[src/rtl/tim_pkg.sv]
// Shared types and defaults for the timer input-capture block.
package tim_pkg;

    localparam int DEF_CNT_W = 16;

    typedef enum logic [1:0] {
        IDLE = 2'd0,
        ARM  = 2'd1,
        HIGH = 2'd2,
        LOW  = 2'd3
    } tim_cap_state_t;

endpackage

[src/rtl/tim_edge_sync.sv]
// Synchronises an asynchronous input and flags its rising and falling edges.
// Latency: 2 flops to sync, edges combinational from the synchronised and delayed samples.
// Backpressure: none; clr holds the whole chain at 0.
module tim_edge_sync (
    input  logic clk,
    input  logic rst_n,
    input  logic clr,
    input  logic din,
    output logic rise,
    output logic fall
);

    logic sync1;
    logic sync2;
    logic dly;

    always_ff @(posedge clk or negedge rst_n) begin
        if (!rst_n) begin
            sync1 <= 1'b0;
            sync2 <= 1'b0;
            dly   <= 1'b0;
        end else if (clr) begin
            sync1 <= 1'b0;
            sync2 <= 1'b0;
            dly   <= 1'b0;
        end else begin
            sync1 <= din;
            sync2 <= sync1;
            dly   <= sync2;
        end
    end

    assign rise = sync2 & ~dly;
    assign fall = ~sync2 & dly;

endmodule

[src/rtl/tim_capture.sv]
// Measures period and high time of pwm_in in prescaled ticks; publishes CCR1/CCR2 as a pair.
// Latency: results register on the clk edge after the synchronised closing rise is seen.
// Backpressure: none; each new period overwrites CCR1/CCR2, capture_valid is a bare pulse.
module tim_capture
    import tim_pkg::*;
#(
    parameter int CNT_W = DEF_CNT_W
) (
    input  logic             clk,
    input  logic             rst_n,
    input  logic             en,
    input  logic [CNT_W-1:0] TIM_PSC,
    input  logic             pwm_in,
    output logic [CNT_W-1:0] TIM_CCR1,
    output logic [CNT_W-1:0] TIM_CCR2,
    output logic             capture_valid,
    output logic             capture_overflow
);

    tim_cap_state_t   state;
    tim_cap_state_t   state_nxt;
    logic             rise;
    logic             fall;
    logic             tick;
    logic             sat;
    logic             cap_evt;
    logic             high_evt;
    logic [CNT_W-1:0] psc_cnt;
    logic [CNT_W-1:0] cnt;
    logic [CNT_W-1:0] cnt_cap;
    logic [CNT_W-1:0] high_q;

    tim_edge_sync u_edge_sync (
        .clk   (clk),
        .rst_n (rst_n),
        .clr   (~en),
        .din   (pwm_in),
        .rise  (rise),
        .fall  (fall)
    );

    assign tick    = (psc_cnt == TIM_PSC);
    assign cnt_cap = cnt + CNT_W'(tick);

    // Saturation beats any edge in the same cycle: the count would already have wrapped.
    assign sat      = en && (state == HIGH || state == LOW) && tick && (cnt == {CNT_W{1'b1}});
    assign cap_evt  = en && (state == LOW)  && rise && !sat;
    assign high_evt = en && (state == HIGH) && fall && !sat;

    always_ff @(posedge clk or negedge rst_n) begin
        if (!rst_n) begin
            psc_cnt <= '0;
        end else if (!en || rise || tick) begin
            psc_cnt <= '0;
        end else begin
            psc_cnt <= psc_cnt + 1'b1;
        end
    end

    always_ff @(posedge clk or negedge rst_n) begin
        if (!rst_n) begin
            cnt <= '0;
        end else if (!en || rise) begin
            cnt <= '0;
        end else if (tick) begin
            cnt <= cnt + 1'b1;
        end
    end

    always_ff @(posedge clk or negedge rst_n) begin
        if (!rst_n) begin
            state <= IDLE;
        end else begin
            state <= state_nxt;
        end
    end

    always_comb begin
        state_nxt = state;
        if (!en) begin
            state_nxt = IDLE;
        end else begin
            case (state)
                IDLE: state_nxt = ARM;
                ARM:  if (rise) state_nxt = HIGH;
                HIGH: begin
                    if (sat)       state_nxt = ARM;
                    else if (fall) state_nxt = LOW;
                end
                LOW: begin
                    if (sat)       state_nxt = ARM;
                    else if (rise) state_nxt = HIGH;
                end
                default: state_nxt = IDLE;
            endcase
        end
    end

    always_ff @(posedge clk or negedge rst_n) begin
        if (!rst_n) begin
            high_q           <= '0;
            TIM_CCR1         <= '0;
            TIM_CCR2         <= '0;
            capture_valid    <= 1'b0;
            capture_overflow <= 1'b0;
        end else begin
            capture_valid    <= cap_evt;
            capture_overflow <= sat;
            if (high_evt) begin
                high_q <= cnt_cap;
            end
            if (cap_evt) begin
                TIM_CCR1 <= cnt_cap;
                TIM_CCR2 <= high_q;
            end
        end
    end

endmodule

[config.mk]
export PLATFORM = sky130hd
export DESIGN_NAME = tim_capture
export DESIGN_NICKNAME = d
export VERILOG_FILES = /design/src/rtl/tim_pkg.sv /design/src/rtl/tim_edge_sync.sv /design/src/rtl/tim_capture.sv
export SDC_FILE = /design/constraint.sdc
export NUM_CORES = 1
export LEC_CHECK = 0
export CAP_MARGIN = 10
export CELL_PAD_IN_SITES_DETAIL_PLACEMENT = 1
export CELL_PAD_IN_SITES_GLOBAL_PLACEMENT = 2
export CORE_ASPECT_RATIO = 0.8
export CORE_MARGIN = 10
export CORE_UTILIZATION = 39
export DETAILED_ROUTE_END_ITERATION = 16
export PLACE_DENSITY = 0.91
export SYNTH_ARGS = -nofsm -noshare
export SYNTH_HDL_FRONTEND = slang
export SYNTH_SLANG_ARGS = --single-unit
[constraint.sdc]
create_clock -name clk -period 7.8 [get_ports clk]
set_input_delay 2.34 -clock clk [delete_from_list [all_inputs] [get_ports clk]]
set_output_delay 2.34 -clock clk [all_outputs]
set_load 0.02 [all_outputs]
==> results.ini, run 1 <==
[detailed_routing]
routed_wl_mm = 12.62
vias_per_cell = 5.835
route.met3.wl_um = 721
drtPass1Iterations = 4
wl_met1_mm = 5.612
drt-initial-drc-count = 308
dr_wl_met2_mm = 6.139
wire_per_inst_um = 20.65
drc = 0
num_vias = 3565
top_layer = met4
drtAntennaViolNets = 0

[yosys]
yosysSeqAreaShare_pct = 48.90
ys_top_cells_by_area = dfrtp_1, mux2_4, xor2_1
avgSynthCellArea_um2 = 10.68
synth-compound-area-share_pct = 10.62
yosysTopAreaCellShare_pct = 48.90
synth-xor-area-share_pct = 8.853
ys_seq_elements = 87
syn_nets = 441
netlist_area_um2 = 4452
synth_top_family_by_area = simple AND/OR/NAND/NOR gates
yosysWarnings = 0
muxShareOfSynthArea_pct = 7.392
ys_types = 45
synth_adder_area_share_pct = 1.124
syn_inst = 417
synth-edff-count = 0
synthFlopType = dfrtp_1
synth_simple_gate_area_share_pct = 19.59
synth_area_leader_cell = dfrtp_1
async_reset_ff_share_pct = 100.0

[sta]
slew_violations = 0
finalHoldViolCount = 0
skew_ns = 0.008095
tns_ns = 0
period_share_pct = 67.11
max_freq_mhz = 191.0
rsz0062_at_grt = false
finalSetupViolations = 0
tightest_slew_ns = 1.097
period_minus_slack_ns = 5.235
maxSlewHeadroom_pct = 26.87

[critical_path]
startpoint_type = primary input
critPathCaptureType = flop
crit_type = in -> reg
r2r-start = psc_cnt[5]
cp_max_fo = 48
worstRegToRegCells = 12
crit_required_ns = 8.06
rrSetupSlack_ns = 4.52
worstPathArrival_ns = 5.50
worstReg2RegEnd = high_q[12]
setup.worst_path.end = high_q[12]
startpoint = TIM_PSC[5]

[final_layout]
diodes = 0
nets = 486
final_common_cell = dfrtp_1
area_growth_pct = 21.14
layout.core_utilization_pct = 48.94
layout.cells.non_filler = 611
final_cell_mix = dfrtp_1, clkdlybuf4s50_1, nand2_1
n_fill_cell = 1190
fin_area_um2 = 5393
drive_gt1_share_pct = 11.35

[clocking]
clock_latency_ns = 0.34
root_buffer = clkbuf_16
cts_tree = done
cts_buffer_depth = 2
clkSinkCount = 87
cts.clk_slew.worst_paths_ns = 0.06
htree_levels = 3
postCtsSetupRepairBufs = 0
cts_resized = 0
cts_hold_buf = 0
cts_buffers = 9

[global_routing]
grt_max_degree = 85
antenna_found_initial = 0
grt_pass1_vias = 3721
grt.total_usage_pct = 15.64
gr-total-overflow = 0
grt_pass1_wl_mm = 20.70

[die]
core_area_um2 = 11020
die_area_um2 = 16110
chipWidth_um = 139.5
placementRows = 34
die_height_um = 115.6
io_pins = 54
start_util_pct = 40.40

[min_path]
hold_path_class = reg -> reg

[pwr]
leakage_nw = 2.242
powerDensity_nw_per_um2 = 174.8
vdd_drop_max_v = 0.0001034

[placed_design]
placed_area_um2 = 5106
io_buffers = 53
globalplace.congestion = 0.9345
place_hpwl_mm = 8.654
dp_cells = 595

[outcome]
status = completed

[run]
drv_cap = 0

==> layout make-up <==
cell class              instances  area, um^2  area share [%]
well taps                     144       180.2           3.341
inverters                      11       41.29          0.7657
repair buffers                 59       573.1           10.63
flip-flops and latches         87        2177           40.37
clock buffers                  12       256.5           4.756
multi-input cells             294        2135           39.58
clock inverters                 4       30.03          0.5568
==> metal layers <==
layer,up-vias,track usage (%)
met5,-,0
met4,0,4.025
met3,13,3.557
met2,95,25.93
met1,1842,20.28
li1,1615,-
==> power breakdown <==
| group | internal (mW) | switching [mW] |
|---|---|---|
| Sequential | 0.462 | 0.00966 |
| Clock | 0.234 | 0.176 |
| Combinational | 0.0290 | 0.0323 |
==> cells by family after synthesis <==
family	after synthesis
adder cells (fa/ha/maj)	4
AO/OA/AOI/OAI	71
flip-flops	87
AND/OR/NAND/NOR	150
XOR/XNOR	45
multiplexers	24
buffers and inverters	36
==> synth_stat cells (2+ instances only) <==
master / number
dfrtp_1: 87
nand2_1: 32
xor2_1: 29
nor2_1: 28
clkbuf_1: 18
mux2_4: 17
nand3_1: 16
xnor2_1: 16
o22ai_1: 15
a21oi_1: 14
nand4b_1: 14
a31oi_1: 12
nand4_1: 11
inv_1: 10
or4_1: 10
o22a_1: 8
o31ai_1: 8
and3_1: 7
nor4_1: 6
buf_2: 5
nor3_1: 5
o21ai_0: 5
and4_1: 4
ha_1: 4
mux2i_1: 4
nand2b_1: 4
and2_1: 3
mux2_2: 3
o211ai_1: 3
a2bb2oi_1: 2
buf_6: 2
or2_2: 2
==> worst min-delay path by stage <==
| stage | from | end | slack, ns | cells after the start |
|---|---|---|---|---|
| finish | u_edge_sync.sync1 | u_edge_sync.sync2 | 0.47 | 1 |
| global route | u_edge_sync.sync1 | u_edge_sync.sync2 | 0.49 | 1 |
| CTS | u_edge_sync.sync1 | u_edge_sync.sync2 | 0.47 | 1 |
| detailed placement | u_edge_sync.sync1 | u_edge_sync.sync2 | 0.45 | 1 |
| global placement | u_edge_sync.sync1 | u_edge_sync.sync2 | 0.44 | 1 |
| floorplan | u_edge_sync.sync1 | u_edge_sync.sync2 | 0.43 | 1 |
==> worst max-delay path, stage by stage <==
cell and delay [ns]:
clkdlybuf4s50_1 0.42, xor2_1 0.16, nor4_1 0.42, nand4_1 0.16, buf_4 0.31, inv_2 0.24, ha_1 0.26, ha_1 0.24
and3_1 0.27, nand4_1 0.15, xnor2_1 0.28, nor2_1 0.07, a21oi_1 0.15
==> metrics by stage <==
step / setup WS, ns / power, mW / hold slack [ns]
after floorplan: 3.458 / 0.5028 / 0.4336
after global placement: 2.380 / 0.5390 / 0.4380
after detailed placement: 2.252 / 0.5422 / 0.4515
after CTS: 2.598 / 0.9540 / 0.4710
after global routing: 2.310 / 0.9779 / 0.4925
final: 2.565 / 0.9428 / 0.4673
==> state kept, by name, summed over array words and instances, names as in the netlist <==
name,flops
cnt,16
high_q,16
TIM_CCR1,16
u_edge_sync.dly,1
u_edge_sync.sync1,1
capture_valid,1
psc_cnt,16
u_edge_sync.sync2,1
state,2
capture_overflow,1
TIM_CCR2,16
Note: power is estimated with default switching activity, not from simulation.
==> run 2, diff against run 1 <==
CORE_UTILIZATION = 36   (was 39)
PLACE_DENSITY = 0.85   (was 0.91)
clock period = 4.85 ns   (was 7.8 ns; I/O delays follow)
==> results.ini, run 2 (synthesis results as in run 1) <==
[clocking]
cts_buffer_depth = 2
cts_tree = done
root_buffer = clkbuf_16
htree_levels = 3
clock_latency_ns = 0.34
cts.clk_slew.worst_paths_ns = 0.06
cts_resized = 0
postCtsSetupRepairBufs = 0
cts_buffers = 9
clkSinkCount = 87
cts_hold_buf = 0

[detailed_routing]
drtAntennaViolNets = 0
drt-initial-drc-count = 229
routed_wl_mm = 12.31
wire_per_inst_um = 19.83
drc = 0
vias_per_cell = 5.594
drtPass1Iterations = 4
num_vias = 3474

[final_layout]
layout.core_utilization_pct = 44.73
regArea_um2 = 2177
final_cell_mix = dfrtp_1, clkdlybuf4s50_1, nand2_1
diodes = 0
final_common_cell = dfrtp_1
nets = 488
multiInputGateArea_um2 = 2135
n_fill_cell = 1335
drive_gt1_share_pct = 11.94
area_growth_pct = 22.20

[critical_path]
critPathCaptureType = flop
startpoint_type = primary input
crit_required_ns = 5.08
rrSetupSlack_ns = 1.95
crit_type = in -> reg
cp_max_fo = 9
worstPathArrival_ns = 4.18

[global_routing]
grt_util_met2_pct = 22.94
grt_max_degree = 70
grt_busiest_layer = met2
gr-total-overflow = 0
met3_usage_pct = 3.257
use_met1_pct = 20.02
grt_pass1_wl_mm = 20.46
antenna_found_initial = 0
grt_pass1_vias = 3623
grt.total_usage_pct = 14.75

[sta]
tightest_slew_ns = 1.035
period_share_pct = 81.46
tns_ns = 0
skew_ns = 0.005180
finalHoldViolCount = 0
fin_ws_ns = 0.8992
maxSlewHeadroom_pct = 30.98
period_minus_slack_ns = 3.951
rsz0062_at_grt = false
max_freq_mhz = 253.1
finalSetupViolations = 0
hold_ws_ns = 0.4716
slew_violations = 0

[die]
core_area_um2 = 12160
io_pins = 54
placementRows = 36
die_area_um2 = 17240
start_util_pct = 36.60
die_height_um = 119.5
chipWidth_um = 144.3

[placed_design]
place_ws_ns = 0.5633
place_hpwl_mm = 8.690
io_buffers = 53
globalplace.congestion = 0.8223

[outcome]
status = completed

[pwr]
vdd_drop_max_v = 0.0002153
leakage_nw = 2.266
power.total_mw = 1.567
powerDensity_nw_per_um2 = 288.1

[min_path]
hold_path_class = reg -> reg

[run]
drv_cap = 0

==> run 2: final timing paths <==
kind	from	to	depth (start not counted)
worst max-delay path	TIM_PSC[5]	TIM_CCR1[10]	12
worst min-delay path	u_edge_sync.sync1	u_edge_sync.sync2	1
worst max register to register	psc_cnt[5]	TIM_CCR1[10]	11
worst min register to register	u_edge_sync.sync1	u_edge_sync.sync2	1
max in group asynchronous	rst_n	high_q[9]	2
min in group asynchronous	rst_n	u_edge_sync.sync1	1
==> run 2: routing by layer <==
| metal | share of wire (%) | wire length (um) | vias up |
|---|---|---|---|
| met5 | 0 | 0 | - |
| met4 | 1.7 | 208 | 0 |
| met3 | 4.7 | 576 | 13 |
| met2 | 48 | 5882 | 61 |
| met1 | 46 | 5646 | 1784 |
| li1 | - | - | 1616 |
==> run 2: cell type report <==
type	instances	share of cell area (%)
Multi-Input combinational cell	294	39.24
Tap cell	152	3.496
Clock buffer	11	4.646
Timing Repair Buffer	61	10.81
Clock inverter	5	1.035
Inverter	11	0.7590
Sequential cell	87	40.02
==> run 2: metrics by stage <==
step / instances / area (um^2)
floorplan: 417 / 4452
global placement: 605 / 5131
detailed placement: 605 / 5131
CTS: 621 / 5440
global route: 621 / 5440
finish: 621 / 5440
==> run 2: critical path: stages <==
cell and delay, ns:
clkdlybuf4s50_1 0.42, xor2_1 0.17, nor4_1 0.37, nand4_1 0.21, inv_2 0.22, ha_1 0.26
ha_1 0.23, and3_1 0.26, nand3_1 0.11, xor2_1 0.20, nand2_1 0.08, o22a_1 0.18
==> run 2: power breakdown <==
part	total, mW	internal [mW]	switching, mW	leakage, nW
clock	0.712	0.426	0.286	0.152
sequential	0.758	0.743	0.0154	1.19
combinational	0.0972	0.0466	0.0507	0.928
total	1.57	1.22	0.352	2.27
==> edit 1 (settings of run 2) <==
Add an input register stage for `en`, `TIM_PSC` and `pwm_in`, cleared by the reset; this delays them by one clock.
--- a/src/rtl/tim_capture.sv
+++ b/src/rtl/tim_capture.sv
@@ -17,6 +17,22 @@
     output logic             capture_overflow
 );
 
+    logic en_q;
+    logic [CNT_W-1:0] TIM_PSC_q;
+    logic pwm_q;
+
+    always_ff @(posedge clk or negedge rst_n) begin
+        if (!rst_n) begin
+            en_q      <= '0;
+            TIM_PSC_q <= '0;
+            pwm_q     <= '0;
+        end else begin
+            en_q      <= en;
+            TIM_PSC_q <= TIM_PSC;
+            pwm_q     <= pwm_in;
+        end
+    end
+
     tim_cap_state_t   state;
     tim_cap_state_t   state_nxt;
     logic             rise;
@@ -33,24 +49,24 @@
     tim_edge_sync u_edge_sync (
         .clk   (clk),
         .rst_n (rst_n),
-        .clr   (~en),
-        .din   (pwm_in),
+        .clr   (~en_q),
+        .din   (pwm_q),
         .rise  (rise),
         .fall  (fall)
     );
 
-    assign tick    = (psc_cnt == TIM_PSC);
+    assign tick    = (psc_cnt == TIM_PSC_q);
     assign cnt_cap = cnt + CNT_W'(tick);
 
     // Saturation beats any edge in the same cycle: the count would already have wrapped.
-    assign sat      = en && (state == HIGH || state == LOW) && tick && (cnt == {CNT_W{1'b1}});
-    assign cap_evt  = en && (state == LOW)  && rise && !sat;
-    assign high_evt = en && (state == HIGH) && fall && !sat;
+    assign sat      = en_q && (state == HIGH || state == LOW) && tick && (cnt == {CNT_W{1'b1}});
+    assign cap_evt  = en_q && (state == LOW)  && rise && !sat;
+    assign high_evt = en_q && (state == HIGH) && fall && !sat;
 
     always_ff @(posedge clk or negedge rst_n) begin
         if (!rst_n) begin
             psc_cnt <= '0;
-        end else if (!en || rise || tick) begin
+        end else if (!en_q || rise || tick) begin
             psc_cnt <= '0;
         end else begin
             psc_cnt <= psc_cnt + 1'b1;
@@ -60,7 +76,7 @@
     always_ff @(posedge clk or negedge rst_n) begin
         if (!rst_n) begin
             cnt <= '0;
-        end else if (!en || rise) begin
+        end else if (!en_q || rise) begin
             cnt <= '0;
         end else if (tick) begin
             cnt <= cnt + 1'b1;
@@ -77,7 +93,7 @@
 
     always_comb begin
         state_nxt = state;
-        if (!en) begin
+        if (!en_q) begin
             state_nxt = IDLE;
         end else begin
             case (state)
Function: changed (Yosys sat finds a counterexample within 10 cycles, from zero or initial values and one cycle with rst_n low).
==> edit 1 against run 2 <==
  * Clock power is 0.7% lower
  * First-iteration DRC count is 45% lower
  * Power is 5.7% higher
  * Largest power group unchanged
  * Largest cell class unchanged
  * Sequential power is 18% higher
  * Cell area is 4.9% higher
  * Utilization is 0.41 points lower
  * Worst setup slack better by 0.85 ns
  * Cell count is 2.9% lower
  * Critical path type is now reg -> reg
  * Wire length is 16% lower
  * Sequential cell count is 18 higher
  * Area after synthesis is 6.6% higher
  * Sequential share of layout area is 6.0 points higher
  * Count of clock-buffer cells in the layout stayed put
==> edit 1: results (changes against run 2) <==
Status -> completed
Reg2Reg Setup Slack -> 1.75 ns (-0.20 ns)
Post-Synth Adder-Cell Area -> 1.05% (-0.070 points)
Largest net degree at the start of global routing -> 49 (-30%)
Detailed placer's ending HPWL -> 7.10 mm (-18%)
DRT iter0 DRCs -> 127 (-45%)
Via count -> 2984 (-14%)
Initial antenna violation count -> 0 (unchanged)
H-tree lvl count -> 3 (unchanged)
Synth Flop Type -> dfrtp_1
CTS root buffer -> clkbuf_16
Layout cells sized above 1 -> 17.5% (+5.6 points)
WHS Path Cells -> 1 (unchanged)
Worst skew pair latency -> 0.34 ns (about the same)
Synth Area in Compound Gates -> 4.74% (-5.9 points)
# clock sinks -> 105 (+21%)
HP Start -> u_edge_sync.sync1
Fin nets -> 447 (-8.4%)
Cell variety after synth -> 38 (-16%)
Post-CTS Setup Bufs -> 0 (unchanged)
RR Endpoint -> high_q[12]
Endpoint, Worst Hold -> u_edge_sync.sync2
Async set-reset flop share out of synthesis -> 100% (unchanged)
Maximum vdd drop -> 184 uV (-14%)
Number of global-route vias before repair -> 3259 (-10%)
Pleak -> 2.53 nW (+11%)
Drt first pass iters -> 4 (unchanged)
Worst r2r src -> psc_cnt[8]
Synth warnings -> 0 (unchanged)
Port bufs -> 53 (unchanged)
Mapped Nets -> 396 (-10%)
Worst reg-to-reg path cell count -> 11 (unchanged)
XOR/XNOR Fraction of Synth Area -> 8.30% (-0.55 points)
Synth area leaders -> dfrtp_1, mux2_4, xor2_1, nor2_1, xnor2_1
Wire length per cell -> 17.1 um (-14%)
Mapped Cells -> 372 (-11%)
All-Layer GR Usage -> 11.8% (-3.0 points)
Final hold slack -> 0.455 ns (-0.0169 ns)
Mux contribution to synthesized area -> 14.7% (+7.3 points)
Synth cell count leaders -> dfrtp_1, mux2_4, nor2_1, xor2_1, a21oi_1
Total wire length -> 10.3 mm (-16%)
Num CTS Buffers -> 9 (unchanged)
Routability Congestion -> 0.809 (-1.6%)
Clock-pin slew on the worst setup and hold paths -> 0.07 ns
Worst clock skew -> 0.00898 ns (+0.00380 ns)
Slew @ Worst Pin -> 0.917 ns (-0.118 ns)
Crit-path max FO -> 31 (+22)
Final hold viol count -> 0 (unchanged)
Antenna Cells -> 0 (unchanged)
Wire length of the first global-routing pass -> 17.3 mm (-15%)
Post-CTS Resized -> 0 (unchanged)
Post-synthesis sequential area ratio -> 55.4% (+6.4 points)
Inst Count DP -> 587 (-3.0%)
Worst path arrival time -> 3.33 ns (-0.85 ns)
Min-Delay Path Class -> reg -> reg
## edit 1: layer usage
metal / global-route usage (%) / vias to the layer above / wire, um
li1: - / 1404 / -
met1: 15.5 / 1511 / 4960
met2: 18.4 / 57 / 4760
met3: 3.13 / 12 / 417
met4: 4.02 / 0 / 155
met5: 0 / - / 0
## edit 1: cell families (layout without fill, tap and decap cells)
family / count (synthesis) / in the layout
AO/OA/AOI/OAI: 33 / 33
adder cells (fa/ha/maj): 4 / 4
AND/OR/NAND/NOR: 115 / 115
buffers and inverters: 21 / 77
XOR/XNOR: 45 / 45
multiplexers: 49 / 49
flip-flops: 105 / 105
## edit 1: stage by stage
stage	setup slack (ns)	total power, mW	cell area [um2]	util, %
3_5_place_dp	1.75	0.969	5420	42.1
2_1_floorplan	2.46	0.927	4750	-
5_1_grt	1.46	1.72	5700	44.3
6_report	1.75	1.66	5700	44.3
3_3_place_gp	1.83	0.967	5420	42.1
4_1_cts	1.70	1.68	5700	44.3
## edit 1: worst max-delay path by stage
stage                     depth (start not counted)      endpoint        from  slack, ns
after detailed placement                         11  TIM_CCR1[12]  psc_cnt[8]       1.75
after global routing                             11    high_q[12]  psc_cnt[8]       1.46
after CTS                                        11    high_q[12]  psc_cnt[8]       1.70
after floorplan                                  11   TIM_CCR1[8]  psc_cnt[7]       2.46
after global placement                           11   TIM_CCR1[8]  psc_cnt[8]       1.83
final                                            11    high_q[12]  psc_cnt[8]       1.75
## edit 1: where the power goes
part	switching, mW	internal (mW)	leakage [nW]
clock network	0.307	0.400	0.139
logic	0.0316	0.0224	0.967
registers	0.00935	0.887	1.42
## edit 1: layout make-up
cell class	instances	area [um2]
tap	175	219
clock buffer	11	233
inverter	4	15.0
sequential	105	2630
timing repair buffer	57	558
multi-input combinational	246	2000
fill	1386	7170
clock inverter	5	56.3
## edit 1: worst max-delay path: stages (launching register included)
cell and delay [ns]:
dfrtp_1 0.45, xor2_1 0.17, nor4_1 0.40, nand4_1 0.15
buf_4 0.26, inv_2 0.18, ha_1 0.20, ha_1 0.22
nand4_1 0.33, nor2_1 0.23, xor2_1 0.12, mux2_4 0.27
==> edit 2 (config.mk and constraints of run 2) <==
Without the edit above. The package constant `DEF_CNT_W` goes from 16 to 12.
--- a/src/rtl/tim_pkg.sv
+++ b/src/rtl/tim_pkg.sv
@@ -1,7 +1,7 @@
 // Shared types and defaults for the timer input-capture block.
 package tim_pkg;
 
-    localparam int DEF_CNT_W = 16;
+    localparam int DEF_CNT_W = 12;
 
     typedef enum logic [1:0] {
         IDLE = 2'd0,
Interface: changed (resized TIM_CCR1, TIM_CCR2 and TIM_PSC); port bits go from 54 to 42. No check against the original RTL was run, so the function may have changed too.
==> edit 2 against run 2 <==
  * Synthesized cell count fell by 35%
  * Die area fell by 24%
  * Largest power group unchanged
  * Power fell by 31%
  * Area after synthesis fell by 28%
  * Sequential cell count fell by 20
  * Wire length fell by 42%
  * Critical endpoint is now high_q[10]
  * Cell area fell by 29%
  * Worst setup slack improved by 0.32 ns
==> edit 2: results (changes against run 2) <==
Layout cells sized above 1 -> 17.8% (+5.9 points)
Switching share of power -> 24.4% (+1.9 points)
Routability Congestion -> 0.751 (-8.6%)
Crit-path max FO -> 9 (unchanged)
Worst skew pair latency -> 0.35 ns
Cell variety after synth -> 36 (-20%)
Crit-path max cell delay -> 0.42 ns (about the same)
Clock-pin slew on the worst setup and hold paths -> 0.08 ns (+0.02 ns)
Worst path arrival time -> 3.87 ns (-0.31 ns)
Mapped Nets -> 291 (-34%)
Drt via density -> 4.96 (-11%)
Post-synthesis sequential area ratio -> 52.6% (+3.7 points)
Post-CTS Resized -> 0 (unchanged)
DP Area -> 0.00369 mm2 (-28%)
Mapped Cells -> 271 (-35%)
Final Instance Count excl. Fillers -> 432 (-30%)
Fin nets -> 335 (-31%)
Wire length of the first global-routing pass -> 12.1 mm (-41%)
Port bufs -> 41 (-23%)
Max Root-Sink Buffers -> 2 (unchanged)
Largest net degree at the start of global routing -> 35 (-50%)
CTS root buffer -> clkbuf_8
DRT iter0 DRCs -> 114 (-50%)
Post-CTS Setup Bufs -> 0 (unchanged)
Worst clock skew -> 0.00910 ns (+0.00393 ns)
Post-Place Setup Slack -> 0.845 ns (+0.281 ns)
Synth cell count leaders -> dfrtp_1, nor2_1, xnor2_1
Async set-reset flop share out of synthesis -> 100% (unchanged)
F_max -> 276 MHz (+8.8%)
All-Layer GR Usage -> 11.3% (-3.4 points)
Maximum vdd drop -> 137 uV (-36%)
Inst Count DP -> 416 (-31%)
Number of global-route vias before repair -> 2363 (-35%)
Pleak -> 1.75 nW (-23%)
Reg2Reg Setup Slack -> 2.34 ns (+0.39 ns)
Max-slew headroom -> 44.9% (+14 points)
Synth warnings -> 0 (unchanged)
Synth area leaders -> dfrtp_1, mux2_2, xnor2_1, mux2_4, xor2_1
Status -> completed
Initial antenna violation count -> 0 (unchanged)
Total wire length -> 7.12 mm (-42%)
Fillers -> 941 (-30%)
H-tree lvl count -> 3 (unchanged)
Min-Delay Path Class -> reg -> reg
Antenna Cells -> 0 (unchanged)
Drt first pass iters -> 4 (unchanged)
Detailed placer's ending HPWL -> 5.31 mm (-39%)
[edit 2: cell count changes after synthesis, sizes merged, moves of 14 or more]
cell	before	now
nand2	32	17
nand4b	14	0
o22ai	15	0
xor2	29	12
dfrtp	87	67
mux2	20	36
[edit 2: per-stage QoR]
stage | utilization (%) | hold WS [ns] | total power [mW]
final | 45.4 | 0.455 | 1.09
after global routing | 45.4 | 0.487 | 1.14
after CTS | 45.4 | 0.462 | 1.10
after detailed placement | 43.1 | 0.443 | 0.627
after global placement | 43.1 | 0.442 | 0.626
after floorplan | - | 0.434 | 0.596
[edit 2: final cells by class]
class / count / area, um2 / area share [%]
flip-flops and latches: 67 / 1680 / 43.1
multi-input cells: 188 / 1430 / 36.8
repair buffers: 42 / 413 / 10.6
well taps: 112 / 140 / 3.60
clock buffers: 9 / 124 / 3.19
clock inverters: 7 / 76.3 / 1.96
inverters: 7 / 26.3 / 0.676
[edit 2: power groups by stage]
stage	combinational [mW]	clock (mW)	sequential, mW
6_report	0.0484	0.475	0.566
5_1_grt	0.0554	0.521	0.566
4_1_cts	0.0504	0.489	0.566
3_5_place_dp	0.0501	0	0.577
3_3_place_gp	0.0491	0	0.577
2_1_floorplan	0.0200	0	0.576
[edit 2: critical path, delay by kind of cell]
family                   cells  cell delay, ns
multiplexers                 1            0.27
AND/OR/NAND/NOR              3            0.63
XOR/XNOR                     2            0.42
buffers and inverters        2            0.60
adder cells (fa/ha/maj)      2            0.49
[edit 2: layer usage]
layer	share of wire (%)	GRT usage, %	vias up
li1	-	-	1027
met1	48	14.1	1066
met2	46	17.6	43
met3	5.2	4.53	8
met4	1.0	3.45	0
met5	0	0	-
[edit 2: final timing paths]
check                                   from           endpoint  cells past startpoint
setup / recovery                 TIM_PSC[11]         high_q[10]                     10
hold / removal             u_edge_sync.sync1  u_edge_sync.sync2                      1
setup reg to reg                  psc_cnt[8]         high_q[10]                      9
hold reg to reg            u_edge_sync.sync1  u_edge_sync.sync2                      1
max in group asynchronous              rst_n             cnt[4]                      2
min in group asynchronous              rst_n        TIM_CCR2[1]                      1
[edit 2: cell families (layout without fill, tap and decap cells)]
kind of cell	after synthesis	count (layout)	share of synthesized area, %
fa+ha+maj	4	4	1.57
compound gates	23	23	5.03
buf+inv	16	65	2.44
simple gates	90	90	14.8
mux	36	36	13.9
xor+xnor	35	35	9.62
flops	67	67	52.6
